--- config.mk ---
export PLATFORM = sky130hd
export DESIGN_NAME = sdram_rd_port
export DESIGN_NICKNAME = d
export VERILOG_FILES = /design/src/rtl/sdram_rd_port.sv
export SDC_FILE = /design/constraint.sdc
export NUM_CORES = 1
export LEC_CHECK = 0
export ABC_AREA = 0
export BUFFER_PORTS_ARGS = -buffer_cell sky130_fd_sc_hd__buf_2
export CAP_MARGIN = 20
export CORE_ASPECT_RATIO = 0.7
export CORE_MARGIN = 4
export CORE_UTILIZATION = 25
export CTS_BUF_LIST = sky130_fd_sc_hd__clkbuf_16
export CTS_CLUSTER_SIZE = 16
export DETAILED_ROUTE_END_ITERATION = 7
export PLACE_DENSITY = 0.52
export SLEW_MARGIN = 20
export SYNTH_ARGS = -nofsm -noshare
export SYNTH_HDL_FRONTEND = slang
export SYNTH_SLANG_ARGS = --single-unit
--- constraint.sdc ---
create_clock -name SDRAM_CLK -period 4.6 [get_ports SDRAM_CLK]
set_clock_uncertainty 0.05 [all_clocks]
set_input_delay 0.23 -clock SDRAM_CLK [delete_from_list [all_inputs] [get_ports SDRAM_CLK]]
set_output_delay 0.23 -clock SDRAM_CLK [all_outputs]
set_load 0.005 [all_outputs]
--- src/rtl/sdram_rd_port.sv ---
// sdram_rd_port
//   Single-line read buffer and burst-fill sequencer in the SDRAM_CLK domain.
//   It sits between the CPU-side word-read handshake and the SDRAM controller.
//   Reads that hit the buffered line are answered after one busy cycle. On a
//   miss it requests a burst starting at the line base, and it returns the
//   requested word on the cycle after that word arrives.
//
// Ports
//   SDRAM_CLK   in   clock, all logic on posedge
//   RESET       in   asynchronous, active-high reset
//   INVALIDATE  in   one-cycle pulse that drops the buffered line
//   RD          in   read request, sampled while RD_RDY=1
//   RADDR       in   word address of the read
//   RD_RDY      out  idle; DOUT holds the data of the last accepted read
//   DOUT        out  read data
//   MEM_REQ     out  burst request, held until MEM_ACK
//   MEM_ADDR    out  line base address of the burst
//   MEM_ACK     in   controller took the request
//   MEM_DVALID  in   one burst word on MEM_DIN
//   MEM_DIN     in   burst data, in order from the line base
//
// state | meaning
// ------+-------------------------------------------------------------
// IDLE  | no burst outstanding; hits are served from the line buffer
// REQ   | MEM_REQ held high, waiting for MEM_ACK
// FILL  | burst words arriving; buffer and valid bits filled in order
module sdram_rd_port #(
  parameter int ADDR_W     = 25,
  parameter int LINE_WORDS = 4
) (
  input  logic              SDRAM_CLK,
  input  logic              RESET,
  input  logic              INVALIDATE,
  input  logic              RD,
  input  logic [ADDR_W-1:0] RADDR,
  output logic              RD_RDY,
  output logic [15:0]       DOUT,
  output logic              MEM_REQ,
  output logic [ADDR_W-1:0] MEM_ADDR,
  input  logic              MEM_ACK,
  input  logic              MEM_DVALID,
  input  logic [15:0]       MEM_DIN
);

  localparam int IDX_W = $clog2(LINE_WORDS);
  localparam int TAG_W = ADDR_W - IDX_W;

  typedef enum logic [1:0] {IDLE, REQ, FILL} state_t;

  state_t                  state;
  state_t                  state_nxt;

  logic [TAG_W-1:0]        tag;
  logic [LINE_WORDS-1:0]   valid;
  logic [15:0]             line_buf [LINE_WORDS];
  logic [IDX_W-1:0]        cnt;

  // A read waiting for its word to arrive in the current burst.
  logic                    wait_word;
  logic [IDX_W-1:0]        req_idx;

  // A hit accepted last cycle; its data moves to DOUT this cycle.
  logic                    hit_pend;
  logic [IDX_W-1:0]        hit_idx;

  // A read for another line, accepted during FILL, replayed as a miss at fill end.
  logic                    pending;
  logic [ADDR_W-1:0]       pend_addr;

  // INVALIDATE seen during FILL; the line is dropped once the burst finishes.
  logic                    inv_pend;

  logic                    rd_rdy;
  logic [15:0]             dout;
  logic                    mem_req;
  logic [ADDR_W-1:0]       mem_addr;

  logic                    accept;
  logic                    fill_wr;
  logic                    fill_last;
  logic                    inv_eff;
  logic                    line_ok;
  logic                    hit;
  logic [LINE_WORDS-1:0]   wr_mask;
  logic [LINE_WORDS-1:0]   valid_upd;
  logic [TAG_W-1:0]        rd_tag;
  logic [IDX_W-1:0]        rd_idx;

  logic                    do_hit;
  logic                    do_wait;
  logic                    do_pend;
  logic                    do_miss;
  logic [ADDR_W-1:0]       miss_addr;

  assign RD_RDY   = rd_rdy;
  assign DOUT     = dout;
  assign MEM_REQ  = mem_req;
  assign MEM_ADDR = mem_addr;

  assign rd_tag    = RADDR[ADDR_W-1:IDX_W];
  assign rd_idx    = RADDR[IDX_W-1:0];
  assign accept    = RD & rd_rdy;
  assign fill_wr   = (state == FILL) & MEM_DVALID;
  assign fill_last = fill_wr & (cnt == IDX_W'(LINE_WORDS - 1));
  assign inv_eff   = inv_pend | INVALIDATE;

  // The word written this cycle already counts as valid for a read accepted
  // on the same edge.
  assign wr_mask   = fill_wr ? (LINE_WORDS'(1) << cnt) : '0;
  assign valid_upd = valid | wr_mask;

  // A line marked for invalidation is never reused, even for words that
  // already arrived.
  assign line_ok = (rd_tag == tag) & ~INVALIDATE & ~inv_pend;
  assign hit     = line_ok & valid_upd[rd_idx];

  always_ff @(posedge SDRAM_CLK or posedge RESET) begin
    if (RESET) begin
      state <= IDLE;
    end else begin
      state <= state_nxt;
    end
  end

  always_comb begin
    state_nxt = state;
    do_hit    = 1'b0;
    do_wait   = 1'b0;
    do_pend   = 1'b0;
    do_miss   = 1'b0;
    miss_addr = RADDR;
    case (state)
      IDLE: begin
        if (accept) begin
          if (hit) begin
            do_hit = 1'b1;
          end else begin
            do_miss = 1'b1;
          end
        end
      end
      REQ: begin
        if (MEM_ACK) begin
          state_nxt = FILL;
        end
      end
      FILL: begin
        if (fill_last) begin
          state_nxt = IDLE;
        end
        if (accept) begin
          if (hit) begin
            do_hit = 1'b1;
          end else if (line_ok) begin
            do_wait = 1'b1;
          end else if (fill_last) begin
            // The fill ends on this edge, so the other-line read goes straight out.
            do_miss = 1'b1;
          end else begin
            do_pend = 1'b1;
          end
        end else if (fill_last && pending) begin
          do_miss   = 1'b1;
          miss_addr = pend_addr;
        end
      end
      default: state_nxt = IDLE;
    endcase
    if (do_miss) begin
      state_nxt = REQ;
    end
  end

  // Buffer data carries no reset; the valid bits guard every read of it.
  always_ff @(posedge SDRAM_CLK) begin
    if (fill_wr) begin
      line_buf[cnt] <= MEM_DIN;
    end
  end

  always_ff @(posedge SDRAM_CLK or posedge RESET) begin
    if (RESET) begin
      tag       <= '0;
      valid     <= '0;
      cnt       <= '0;
      wait_word <= 1'b0;
      req_idx   <= '0;
      hit_pend  <= 1'b0;
      hit_idx   <= '0;
      pending   <= 1'b0;
      pend_addr <= '0;
      inv_pend  <= 1'b0;
      rd_rdy    <= 1'b1;
      dout      <= '0;
      mem_req   <= 1'b0;
      mem_addr  <= '0;
    end else begin
      if (fill_wr) begin
        cnt <= cnt + IDX_W'(1);
      end

      if (do_miss) begin
        valid <= '0;
      end else if (fill_last && inv_eff) begin
        valid <= '0;
      end else if (INVALIDATE && state != FILL) begin
        valid <= '0;
      end else begin
        valid <= valid_upd;
      end

      if (do_miss || fill_last) begin
        inv_pend <= 1'b0;
      end else if (state == FILL && INVALIDATE) begin
        inv_pend <= 1'b1;
      end

      if (state == REQ && MEM_ACK) begin
        mem_req <= 1'b0;
        cnt     <= '0;
      end

      if (fill_wr && wait_word && cnt == req_idx) begin
        dout      <= MEM_DIN;
        rd_rdy    <= 1'b1;
        wait_word <= 1'b0;
      end

      if (hit_pend) begin
        dout     <= line_buf[hit_idx];
        rd_rdy   <= 1'b1;
        hit_pend <= 1'b0;
      end

      if (do_hit) begin
        rd_rdy   <= 1'b0;
        hit_pend <= 1'b1;
        hit_idx  <= rd_idx;
      end

      if (do_wait) begin
        rd_rdy    <= 1'b0;
        wait_word <= 1'b1;
        req_idx   <= rd_idx;
      end

      if (do_pend) begin
        rd_rdy    <= 1'b0;
        pending   <= 1'b1;
        pend_addr <= RADDR;
      end

      if (do_miss) begin
        tag       <= miss_addr[ADDR_W-1:IDX_W];
        mem_addr  <= {miss_addr[ADDR_W-1:IDX_W], {IDX_W{1'b0}}};
        mem_req   <= 1'b1;
        wait_word <= 1'b1;
        req_idx   <= miss_addr[IDX_W-1:0];
        rd_rdy    <= 1'b0;
        pending   <= 1'b0;
      end
    end
  end

endmodule

==> reports/results.tsv <==
stage	metric	value	unit
run_status	status	finished clean	
yosys	synth_area_leaders	dfrtp_1, edfxtp_1, mux4_2, nand2_1, mux2_2	
final_layout	drive_above_1_share	0.315	
floorplanning	initial_core_util	0.256	
clock_network	cts_tree	done	
floorplanning	dieArea	0.0281	sq mm
power_and_ir_drop	p_sw	1.25	mW
setup_path	worstSetupPathType	reg -> reg	
grt	grt_pass1_wl	24600	um
route	vias_per_cell	4.42	
clock_network	htreeDepth	4	
floorplanning	coreArea	0.0249	sq mm
route	drc_errors	0	
setup_path	worstPathArrival	3.63	ns
power_and_ir_drop	ir_worst_vdd	251	uV
floorplanning	ios	90	
sta	hold_viol_final	0	
sta	drv_slew	0	
clock_network	cts-root-buf	clkbuf_16	
sta	tightest_slew	0.964	ns
yosys	synth_seq_area_share	0.625	
power_and_ir_drop	intPower	3.09	mW
route	drtPass1Iterations	4	
floorplanning	dieWidth	199	um
yosys	ys_warn_count	0	
yosys	synth.avg_cell_area	13.8	sq um
clock_network	worstSkewPairLatency	0.42	ns
grt	grt_usage	0.113	
route	drt_iter0_drc	280	
yosys	ys_types	45	
power_and_ir_drop	p_leak	3.23	nW
sta	setup_tns	0	ns
yosys	async_reset_ff_frac	0.562	
setup_path	start_kind	flip-flop	
route	vias	3976	
yosys	synth_top_cell_by_area	dfrtp_1	
grt	grt_overflow	0	
power_and_ir_drop	pwr-share-seq	0.458	
clock_network	cts.clk_slew.worst_paths	0.06	ns
final_layout	syn2layout_area_growth	24.1	%
clock_network	numCtsBuffers	17	
setup_path	cpMaxStageDelayCell	dfrtp_1	
min_path	min_path_type	in -> reg	
clock_network	cts_buffer_depth	2	
yosys	yosys_most_used_dff	dfrtp_1	
sta	rsz0062_at_grt	false	
placement	port_buffers	87	
final_layout	fin_nets	612	
power_and_ir_drop	p_clk_frac	0.322	
grt	grt_pass1_vias	4373	
route	routedWlPerCell	17.1	um
grt	antenna_found_initial	1	
final_layout	final_cell_count_no_fill	899	
route	ant_nets	0	
yosys	syn_inst	461	
placement	place_inst	855	
placement	gp_congestion	0.793	
clock_network	clock_sinks	146	
power_and_ir_drop	power_density	549	mW/mm^2
placement	dpl.hpwl	10600	um
sta	max_freq	0.296	GHz
power_and_ir_drop	power.combinational.fraction	0.220	
floorplanning	die_h	141	um
final_layout	num_antenna_cells	0	
sta	min_period	3.38	ns
yosys	yosys.area.top_type_share	0.319	
floorplanning	rows	48	
setup_path	critical_path.cell_chain	and3b_1, nand2_4, clkinv_4, nor2_1, mux4_2, o31ai_4, o221a_4, mux2_2	
setup_path	required	4.85	ns
sta	setup_viol	0	
grt	grt_max_degree	49	
sta	finalCritPeriodShare	0.735	
clock_network	postCtsResizedCells	0	
yosys	syn-cell-area	0.00636	sq mm
setup_path	cp_max_fo	30	
sta	timing.slew.headroom	0.357	
setup_path	cp_slowest_stage_delay	0.57	ns
setup_path	worstSetupEndpointType	flip-flop	
yosys	ys_ff_latch	146	
yosys	synth-edff-count	64	
route	finalWirelength	15300	um
flow_run	cap_violations	0	
power_and_ir_drop	swShare	0.289	
[synth_stat cells, types with 5 or more instances]
| library cell | number |
|---|---|
| edfxtp_1 | 64 |
| inv_1 | 7 |
| nor2_1 | 7 |
| a21oi_1 | 6 |
| nand4_1 | 5 |
| clkbuf_1 | 16 |
| mux4_2 | 17 |
| mux2_1 | 20 |
| mux2i_1 | 16 |
| mux2_2 | 30 |
| xnor2_1 | 17 |
| nand2_1 | 96 |
| dfrtp_1 | 81 |
| o21ai_0 | 18 |
| xor2_1 | 8 |
[path summary, 6_finish.rpt]
check | from | end | slack [ns] | cells past startpoint
hold reg to reg | pend_addr[10] | pend_addr[10] | 0.46 | 1
max in group asynchronous | RESET | tag[19] | 3.01 | 4
setup / recovery | state[1] | tag[22] | 1.22 | 8
setup reg to reg | state[1] | tag[22] | 1.22 | 8
min in group asynchronous | RESET | pend_addr[13] | 0.45 | 3
hold / removal | MEM_DIN[1] | line_buf[0][1] | 0.02 | 1
[logic make-up after synthesis]
logic type | count (synthesis) | share of synthesized area
XOR/XNOR | 25 | 0.0344
multiplexers | 83 | 0.174
other | 1 | 0.000589
AND/OR/NAND/NOR | 130 | 0.0901
adder cells (fa/ha/maj) | 4 | 0.00787
buffers and inverters | 32 | 0.0262
AO/OA/AOI/OAI | 40 | 0.0425
flip-flops | 146 | 0.625
[cell usage in the layout (no fill, tap or decap), types with 5 or more instances in the layout]
master	count
o21ai_0	18
mux4_2	17
dlygate4sd3_1	11
mux2_1	20
clkbuf_16	20
inv_1	6
nand2_1	96
xnor2_1	17
buf_2	87
mux2i_1	16
edfxtp_1	64
a21oi_1	6
nand4_1	5
xor2_1	8
dfrtp_1	81
mux2_2	30
nor2_1	7
clkinv_4	5
[area by class of cell]
cell class                 count  area, sq um
inverter                       8         36.3
tap                          325          407
clock inverter                12          115
timing repair buffer         104          631
multi-input combinational    284         2240
clock buffer                  20          500
fill                        2482        17000
sequential                   146         3980
[what timing repair did]
action / in CTS / in global routing
hold buffers: 11 / 0
endpoints found under the setup margin: 0 / 0
buffers inserted: 0 / 0
hold endpoints to repair: 86 / 0
[through the flow]
| stage | area (sq um) | total power, mW | utilization | setup WS, ns | hold WS (ns) |
|---|---|---|---|---|---|
| after floorplan | 6370 | 2.56 | - | 1.88 | 0.279 |
| after global placement | 7120 | 2.93 | 0.286 | 1.33 | 0.378 |
| after detailed placement | 7150 | 2.99 | 0.287 | 1.21 | 0.399 |
| after CTS | 7870 | 4.41 | 0.317 | 1.21 | 0.00248 |
| after global routing | 7900 | 4.62 | 0.318 | 0.965 | 0.00391 |
| final | 7900 | 4.34 | 0.318 | 1.22 | 0.0203 |
[critical path: cells and delay by family, from the launching register on]
family	cells	cell delay [ns]
AOI/OAI and AO/OA	2	0.84
buffers and inverters	1	0.22
DFF	1	0.57
muxes	2	0.91
and+or+nand+nor	3	0.66
[registers in the layout (all words and copies together) (netlist names)]
signal / count
tag: 23
hit_pend: 1
pending: 1
wait_word: 1
MEM_REQ: 1
line_buf: 64
cnt: 2
pend_addr: 25
req_idx: 2
DOUT: 16
hit_idx: 2
valid: 4
RD_RDY: 1
inv_pend: 1
state: 2
[power groups by stage]
| stage | combinational [mW] | clock, mW | sequential, mW |
|---|---|---|---|
| 6_report | 0.955 | 1.40 | 1.99 |
| 5_1_grt | 1.08 | 1.50 | 2.04 |
| 4_1_cts | 0.986 | 1.44 | 1.99 |
| 3_5_place_dp | 0.974 | 0 | 2.01 |
| 3_3_place_gp | 0.938 | 0 | 1.99 |
| 2_1_floorplan | 0.604 | 0 | 1.96 |
[per-layer routing]
metal | global-route usage | wire length (um) | up-vias
met1 | 0.151 | 7000 | 2025
met3 | 0.0366 | 836 | 14
met5 | 0 | 8 | -
met4 | 0.0317 | 165 | 2
met2 | 0.178 | 7320 | 84
li1 | - | - | 1851
No activity file was read; power rests on OpenSTA's default activity.
